**config.mk**
```make
export PLATFORM = sky130hd
export DESIGN_NAME = pc_redirect_ctrl
export DESIGN_NICKNAME = d
export VERILOG_FILES = /design/src/rtl/pc_redirect_ctrl.sv
export SDC_FILE = /design/constraint.sdc
export NUM_CORES = 1
export LEC_CHECK = 0
export ABC_AREA = 1
export BUFFER_PORTS_ARGS = -buffer_cell sky130_fd_sc_hd__buf_4
export CORE_MARGIN = 1
export CORE_UTILIZATION = 47
export CTS_CLUSTER_DIAMETER = 40
export CTS_CLUSTER_SIZE = 28
export DETAILED_ROUTE_END_ITERATION = 6
export HOLD_SLACK_MARGIN = 0.12
export PLACE_DENSITY = 0.75
export SYNTH_ARGS = -nofsm -noshare
export SYNTH_HDL_FRONTEND = slang
export SYNTH_SLANG_ARGS = --single-unit
```
**constraint.sdc**
```tcl
create_clock -name clk -period 1.6 [get_ports clk]
set_input_delay 0.08 -clock clk [delete_from_list [all_inputs] [get_ports clk]]
set_output_delay 0.08 -clock clk [all_outputs]
set_load 0.005 [all_outputs]
```
**src/rtl/pc_redirect_ctrl.sv**
```systemverilog
// Fetch PC owner: sequential fetch, D-stage branch/jump redirects (held across stallF), exception redirects.
// Optional misaligned-PC flag enabled by defining PC_ADDR_ERR_CHECK_EN.
module pc_redirect_ctrl #(
  parameter logic [31:0] RESET_PC = 32'hBFC00000,
  parameter logic [31:0] PC_STEP  = 32'd4
) (
  input  logic        clk,
  input  logic        rst,
  input  logic        stallF,
  input  logic        stallD,
  input  logic        isBranchNeeded,
  input  logic        isJumpToReg,
  input  logic [31:0] instrD,
  input  logic [31:0] pcplus4D,
  input  logic [31:0] rsValueD,
  input  logic        excFlush,
  input  logic [31:0] excPC,
  output logic [31:0] pcF,
  output logic        redirectPending,
  output logic        isInDelaySlotD,
  output logic        pcAddrErrF
);

  typedef enum logic {IDLE, PENDING} state_e;

  state_e      state_q, state_d;
  logic [31:0] pc_q, pc_d;
  logic [31:0] pend_q, pend_d;
  logic        ds_q, ds_d;

  logic [5:0]  op, funct;
  logic        is_branch, is_jump, is_jreg, is_ctrl;
  logic [31:0] br_target, j_target, target;
  logic        redirectD;

  assign op    = instrD[31:26];
  assign funct = instrD[5:0];

  assign is_branch = (op == 6'b000100) || (op == 6'b000101) || (op == 6'b000110) ||
                     (op == 6'b000111) || (op == 6'b000001);
  assign is_jump   = (op == 6'b000010) || (op == 6'b000011);
  assign is_jreg   = (op == 6'b000000) && ((funct == 6'b001000) || (funct == 6'b001001));
  assign is_ctrl   = is_branch || is_jump || is_jreg;

  assign br_target = pcplus4D + {{14{instrD[15]}}, instrD[15:0], 2'b00};
  assign j_target  = {pcplus4D[31:28], instrD[25:0], 2'b00};
  assign target    = isJumpToReg ? rsValueD : (is_jump ? j_target : br_target);

  assign redirectD = !stallD && (isBranchNeeded || is_jump || isJumpToReg);

  always_comb begin
    state_d = state_q;
    pc_d    = pc_q;
    pend_d  = pend_q;
    ds_d    = ds_q;

    if (excFlush) begin
      pc_d    = excPC;
      state_d = IDLE;
      pend_d  = '0;
    end else if (state_q == PENDING) begin
      // New redirects are dropped while one is already held.
      if (!stallF) begin
        pc_d    = pend_q;
        state_d = IDLE;
      end
    end else if (redirectD) begin
      if (!stallF) begin
        pc_d = target;
      end else begin
        pend_d  = target;
        state_d = PENDING;
      end
    end else if (!stallF) begin
      pc_d = pc_q + PC_STEP;
    end

    if (excFlush) begin
      ds_d = 1'b0;
    end else if (!stallD) begin
      ds_d = is_ctrl;
    end
  end

  always_ff @(posedge clk or posedge rst) begin
    if (rst) begin
      state_q <= IDLE;
      pc_q    <= RESET_PC;
      pend_q  <= '0;
      ds_q    <= 1'b0;
    end else begin
      state_q <= state_d;
      pc_q    <= pc_d;
      pend_q  <= pend_d;
      ds_q    <= ds_d;
    end
  end

  assign pcF             = pc_q;
  assign redirectPending = (state_q == PENDING);
  assign isInDelaySlotD  = ds_q;

`ifdef PC_ADDR_ERR_CHECK_EN
  logic err_q;

  // Tracks pc_d so the flag changes on the same edge as pcF.
  always_ff @(posedge clk or posedge rst) begin
    if (rst) begin
      err_q <= 1'b0;
    end else begin
      err_q <= (pc_d[1:0] != 2'b00);
    end
  end

  assign pcAddrErrF = err_q;
`else
  assign pcAddrErrF = 1'b0;
`endif

endmodule

```
# After elaboration in Yosys (flattened, before gate mapping)
# Index checks and enable logic that the tools add are counted.
[word_totals]
ff_bits = 66
in_bits = 135
wordCells = 53
[classes]
add_sub_neg = 2
n_eq_ne = 12
mux = 18
reduce_logical = 17
[ops]
columns = ["op", "n"]
rows = [
  ["32-bit 2-to-1 mux", 12],
  ["32-bit by 3-bit adder with 32-bit output (second input constant)", 1],
  ["32-bit adder", 1],
  ["6-bit by 3-bit equality test with 1-bit output (second input constant)", 4],
  ["6-bit by 2-bit equality test with 1-bit output (second input constant)", 2],
  ["6-bit by 4-bit equality test with 1-bit output (second input constant)", 2],
  ["1-bit logical OR", 10],
  ["6-bit by 1-bit equality test with 1-bit output (second input constant)", 1],
  ["6-bit zero test", 1],
  ["1-bit 2-to-1 mux", 6],
  ["2-bit by 1-bit != test with 1-bit output (second input constant)", 2],
  ["2-bit nonzero test", 2],
  ["3-bit AND reduction", 1],
  ["1-bit logical AND", 2],
  ["2-bit != test (second input constant)", 1],
  ["1-bit zero test", 1],
]

# Depth between registers and ports, before layout
# Gate-level depths: netlist (run 1).
[logic_depth]
ltp_word = 9
depth_mapped = 18
ltp_nobuf = 18

# Least setup slack after synthesis (run 1)
# No wires, ideal clock.
[synth_timing]
kind = "register to register"
startpoint = "register pc_q[3] (netlist: pcF[3])"
endpoint = "register pc_q[24] (netlist: pcF[24])"
setup_time_ns = 0.075
arrival_time_ns = 1.713
t_required_ns = 1.525
path_slack_ns = -0.189
stages_incl_launch_ff = 12
n_path_buf = 0
period_less_slack_ns = 1.789
cell_sequence = "dfrtp_1 > ha_1 > nand2_2 > nor2_2 > inv_1 > nor2_1 > nand4_1 > xnor2_1 > a221oi_1 > nand2_1 > nand2_1 > nand2_1"
[synth_via]
elab_chain_cells = 5
[synth_rtl]
columns = ["element", "line", "rtl"]
rows = [
  ["start, declared", "27", "logic [31:0] pc_q, pc_d;"],
  ["start signal, assigned", "93", "pc_q <= pc_d;"],
  ["32-bit by 3-bit adder with 32-bit output", "75", "pc_d = pc_q + PC_STEP;"],
  ["32-bit 2-to-1 mux", "74", "end else if (!stallF) begin"],
  ["32-bit 2-to-1 mux", "67", "end else if (redirectD) begin"],
  ["32-bit 2-to-1 mux", "61", "end else if (state_q == PENDING) begin"],
  ["32-bit 2-to-1 mux", "57", "if (excFlush) begin"],
]
# Every way passes these cells. The select of a mux whose other input is x is not followed.
# A chain may end at the register's enable or synchronous reset.

# Worst setup path after layout (run 1)
[layout_timing]
startpoint = "register pc_q[2] (netlist: pcF[2])"
endpoint = "register pc_q[20] (netlist: pcF[20])"
# Same word-level chain as after synthesis.

==> results of run 1 <==
worst min-delay path, delay by kind of cell:
kind / cells / cell delay, ns
simple gates: 3 / 0.16
buf+inv: 1 / 0.08
compound gates: 1 / 0.08
per-layer routing:
metal | global-route usage, % | up-vias
met1 | 49.3 | 4203
met2 | 62.1 | 564
li1 | - | 4265
met5 | 0 | -
met3 | 6.60 | 132
met4 | 14.0 | 0
where the power goes:
group / switching (mW) / leakage (nW) / internal, mW / total, mW
Clock: 0.771 / 0.163 / 1.45 / 2.22
Sequential: 0.162 / 0.828 / 1.86 / 2.02
Combinational: 1.94 / 4.73 / 1.77 / 3.71
cells by family after synthesis:
kind of cell,count (synthesis),share of synthesized area (%)
other cells,1,0.0553
compound gates,210,18.3
buf+inv,208,12.0
flops,66,24.5
xor+xnor,39,5.04
fa+ha+maj,31,5.83
simple gates,540,34.2
final cells by class:
cell class | instances | share of cell area [%]
Multi-Input combinational cell | 821 | 47.1
Timing Repair Buffer | 387 | 27.9
Sequential cell | 66 | 14.6
Inverter | 166 | 5.54
Clock buffer | 12 | 2.25
Tap cell | 180 | 1.97
Clock inverter | 4 | 0.647
worst paths after layout:
| kind | startpoint | to | slack [ns] | cells past startpoint |
|---|---|---|---|---|
| worst max-delay path | pcF[2]$_DFFE_PP0P_ | pcF[20]$_DFFE_PP0P_ | -0.31 | 12 |
| worst min-delay path | rsValueD[16] | pend_q[16]$_DFFE_PP0P_ | 0.11 | 5 |
| worst max register to register | pcF[2]$_DFFE_PP0P_ | pcF[20]$_DFFE_PP0P_ | -0.31 | 12 |
| worst min register to register | pcF[31]$_DFFE_PP1P_ | pcF[31]$_DFFE_PP1P_ | 0.48 | 2 |
| max in group asynchronous | rst | pcF[27]$_DFFE_PP1P_ | 0.82 | 4 |
| min in group asynchronous | rst | pcF[3]$_DFFE_PP0P_ | 0.42 | 4 |
stage by stage:
step	utilization, %	setup WS, ns	power [mW]	TNS (ns)	cell area [µm²]
finish	81.6	-0.308	7.95	-4.23	11400
detailed placement	67.2	-0.628	4.93	-20.00	9400
global route	81.6	-0.432	8.31	-6.83	11400
floorplan	-	-0.0824	3.44	-0.222	6820
global placement	67.2	-0.607	4.90	-18.71	9400
CTS	75.5	-0.278	7.43	-2.97	10600
cells in the final DEF, fill, tap and decap left out, types with 8 or more instances in the layout:
master | netlist | layout
a21oi_1 | 46 | 29
a21oi_2 | 0 | 15
buf_12 | 0 | 9
buf_4 | 3 | 327
buf_6 | 0 | 16
clkbuf_16 | 0 | 10
dfrtp_1 | 57 | 52
dfstp_2 | 9 | 9
dlygate4sd3_1 | 0 | 32
ha_4 | 0 | 27
inv_1 | 160 | 146
inv_2 | 5 | 17
nand2_1 | 349 | 307
nand2_2 | 6 | 42
nand3_1 | 55 | 47
nand3_2 | 3 | 8
nand4_1 | 13 | 13
nor2_1 | 75 | 44
nor2_2 | 6 | 21
nor2_4 | 2 | 18
o211ai_1 | 23 | 23
o21ai_0 | 70 | 61
o21ai_1 | 8 | 13
o22ai_1 | 34 | 28
xnor2_1 | 17 | 11
xor2_1 | 22 | 20
repair_timing:
action / in CTS / in global routing
pin swaps: 40 / 66
endpoints found under the setup margin: 37 / 53
hold endpoints to repair: 87 / 1
setup buffers: 13 / 15
gates cloned: 0 / 2
gates resized for setup: 85 / 163
hold buffers: 31 / 1
state kept, by name (all words and copies together) (netlist names):
signal           flops
pcF                 32
pend_q              32
isInDelaySlotD       1
redirectPending      1
==> out/results.ini, run 1 <==
[floorplan]
die_h_um=122
die_x_um=122
dieArea_um2=14900
placementRows=43
boundaryPins=170
coreArea_um2=14000
start_util_pct=48.4

[critical_path]
crit_type=flop to flop
cp_num_buf_inv=0
arrival_ns=2.14
endpoint_kind=flop
crit_fanout=3
worstPathRequired_ns=1.84
path_cells=ha_2, nand2_4, nor2_4, nand2_4, nor4_4, nand2_2, nor2_2, xor2_1, a21oi_1, nand2_1, nand2_1, nand2_1
crit_path_start_kind=flop
path_delay_family=simple AND/OR/NAND/NOR gates
max_stage_delay_ns=0.37
cpMaxStageDelayCell=dfrtp_1
cp_common_cell=nand2_1

[clock_network]
cts_tree=done
clk_latency_ns=0.35
ctsHtreeMaxLevel=3
path_clk_slew_ns=0.06
root_buffer=clkbuf_16
ctsLongestPathBuffers=2
numCtsBuffers=9
cts.sinks=66

[routing]
wire_per_inst_um=18.3
vias=9164
routed-wl-met3_mm=2.65
drc=0
drt-pass1-iter-count=6
drt-initial-drc-count=952
wirelength_mm=29.9
top_layer=met4
drtAntennaViolNets=0
drt-met1-wl_mm=12.0
routed-wl-met2_mm=14.0
viasPerCell=5.60

[grt]
gr-total-overflow=0
grt_pass1_vias=8578
grtUsageTotal_pct=37.8
antenna_found_initial=0
grt_pass1_wl_mm=43.3
grt_max_degree=67

[run]
cap_viol_max_count=0

[yosys]
synth_common_cells=nand2_1 (349), inv_1 (160), nor2_1 (75), o21ai_0 (70), dfrtp_1 (57)
ys_types=48
yosysTopAreaCell=dfrtp_1
ys_ff_latch=66
synthesis.nets=1261
ys.flop_type=dfrtp_1
avgSynthCellArea_um2=6.19
syn_area_um2=6780
yosysTopAreaCellShare_pct=21.0
synthArstFlopShare_pct=100
yosysMostFrequentCell=nand2_1
ys.warnings.count=0
synth.area.top_cells=dfrtp_1 (21%), nand2_1 (19%), inv_1 (8.9%), ha_1 (5.5%), o21ai_0 (5.2%)
synth-edff-count=0
yosysSeqAreaShare_pct=24.5
synthCells=1095

[timing]
drv_slew=0
period_share_pct=119
finalSetupViolCount=25
setup_ws_ns=-0.308
final.setup_skew_ns=0.00645
whs_ns=0.111
min_period_ns=1.91
rsz0062_at_grt=true
timing.final.hold_violations=0
max_freq_ghz=0.524

[final_layout]
diodes=0
multi_input_area_um2=5370
area_growth_syn_to_layout_pct=68.4
fin_cells=1636
nets=1617
n_fill_cell=938
drive_above_1_share_pct=41.3
ff_latch_area_um2=1670

[run_status]
violations=setup timing
outcome=complete, but fails checks

[power_and_ir_drop]
peakVddDrop_mv=0.663
p_leak_nw=5.72
power.density_nw_per_um2=697

[placement]
hpwl_mm=20.4
io_buffers=168
gp_congestion=0.955
dp_cells=1561

[min_path]
hp-class=input port to flop

Power figures use the tool's default switching activity.
==> run 2: changes to the inputs <==
==> constraint.sdc (replaced) <==
create_clock -name clk -period 1.6 [get_ports clk]
set_input_delay 0.16 -clock clk [delete_from_list [all_inputs] [get_ports clk]]
set_output_delay 0.16 -clock clk [all_outputs]
set_load 0.005 [all_outputs]
==> run 2 against run 1 <==
Net effect:
- sequential power is essentially flat
- global-route usage shrank 0.75 points
- critical path type unchanged
- total power increased by 2.8%
- the run still ends with setup timing left
- wire length down 2.1%
- critical endpoint is now pcF[24]$_DFFE_PP1P_
- highest routed layer unchanged
- cell count down 0.98%
==> out/results.ini, run 2 (synthesized netlist as in run 1, its figures left out) <==
[critical_path]
endpoint_kind=flop
crit_path_start_kind=flop
crit_type=flop to flop
crit_fanout=3
arrival_ns=2.26
worstPathRequired_ns=1.88

[power_and_ir_drop]
power.density_nw_per_um2=705
p_leak_nw=5.74
peakVddDrop_mv=0.636

[grt]
grt_max_degree=67
antenna_found_initial=0
gr-total-overflow=0
grtUsageTotal_pct=37.0
grt_pass1_vias=8527
grt_pass1_wl_mm=42.3

[timing]
setup_ws_ns=-0.387
rsz0062_at_grt=true
setup_tns_ns=-4.36
period_share_pct=124
final.setup_skew_ns=0.00838
min_period_ns=1.99
max_freq_ghz=0.503
drv_slew=0
finalSetupViolCount=31
timing.final.hold_violations=0

[final_layout]
diodes=0
nets=1601
layout_commonest_cell=buf_4
drive_above_1_share_pct=45.6
area_growth_syn_to_layout_pct=71.1
fin_cells=1620
layout_common_cells=buf_4 (320), nand2_1 (286), inv_1 (147)

[clock_network]
cts_tree=done
ctsLongestPathBuffers=2
clk_latency_ns=0.35
ctsHtreeMaxLevel=3
numCtsBuffers=9
path_clk_slew_ns=0.06
root_buffer=clkbuf_16
cts.sinks=66

[min_path]
hp-class=input port to flop

[floorplan]
start_util_pct=48.4
die_x_um=122
coreArea_um2=14000
die_h_um=122
placementRows=43
boundaryPins=170
dieArea_um2=14900

[routing]
wire_per_inst_um=18.1
drt-pass1-iter-count=5
viasPerCell=5.64
vias=9129
drc=0
drtAntennaViolNets=0
wirelength_mm=29.3
drt-initial-drc-count=837

[placement]
hpwl_mm=20.1
gp_congestion=1.02
io_buffers=168
dp_cells=1564
pre_cts_slack_ns=-0.567

[run_status]
outcome=complete, but fails checks
violations=setup timing

[run]
cap_viol_max_count=0

-- run 2: where the power goes --
group	internal, mW	switching, mW
Clock	1.51	0.785
Sequential	1.85	0.150
Combinational	1.84	2.02
-- run 2: final timing paths --
kind	endpoint	startpoint	slack (ns)	cells past startpoint
max	pcF[24]$_DFFE_PP1P_	pcF[3]$_DFFE_PP0P_	-0.39	11
min reg2reg	pcF[31]$_DFFE_PP1P_	pcF[31]$_DFFE_PP1P_	0.51	2
min	pcF[7]$_DFFE_PP0P_	excPC[7]	0.13	3
max reg2reg	pcF[24]$_DFFE_PP1P_	pcF[3]$_DFFE_PP0P_	-0.39	11
max in group asynchronous	pcF[24]$_DFFE_PP1P_	rst	0.77	4
min in group asynchronous	pcF[5]$_DFFE_PP0P_	rst	0.43	4
-- run 2: worst max-delay path, cell delays in order, from the launching register on --
cell and delay, ns:
dfrtp_1 0.36, ha_2 0.19, nand2_2 0.08, nor2_4 0.17
inv_2 0.09, nor2_4 0.10, nand4_1 0.15, xnor2_1 0.18
a221oi_1 0.33, nand2_1 0.15, nand2_1 0.08, nand2_1 0.05
-- run 2: cell type report --
type / instances / area, µm²
Multi-Input combinational cell: 821 / 5630
Timing Repair Buffer: 371 / 3110
Fill cell: 906 / 2390
Sequential cell: 66 / 1670
Inverter: 166 / 632
Clock buffer: 10 / 229
Tap cell: 180 / 225
Clock inverter: 6 / 105
-- run 2: repair_timing --
item / in CTS / in global routing
hold buffers: 10 / 0
endpoints found under the hold margin: 64 / 0
pin swaps: 53 / 108
resized for setup: 131 / 182
cloned: 0 / 1
endpoints found under the setup margin: 44 / 52
setup buffers: 19 / 13
-- run 2: metal layers --
metal,global-route usage [%],part of all wire [%]
met2,62.4,49
met1,46.2,40
met5,0,0
met4,18.0,4.7
met3,5.24,6.7
-- run 2: metrics by stage --
stage / power, mW / hold WS, ns / cell area (µm²) / utilization, %
6_report: 8.17 / 0.128 / 11600 / 82.9
2_1_floorplan: 3.46 / 0.301 / 6880 / -
3_3_place_gp: 4.95 / 0.284 / 9530 / 68.2
3_5_place_dp: 4.98 / 0.285 / 9530 / 68.2
5_1_grt: 8.51 / 0.137 / 11600 / 82.9
4_1_cts: 7.59 / 0.130 / 10700 / 76.8
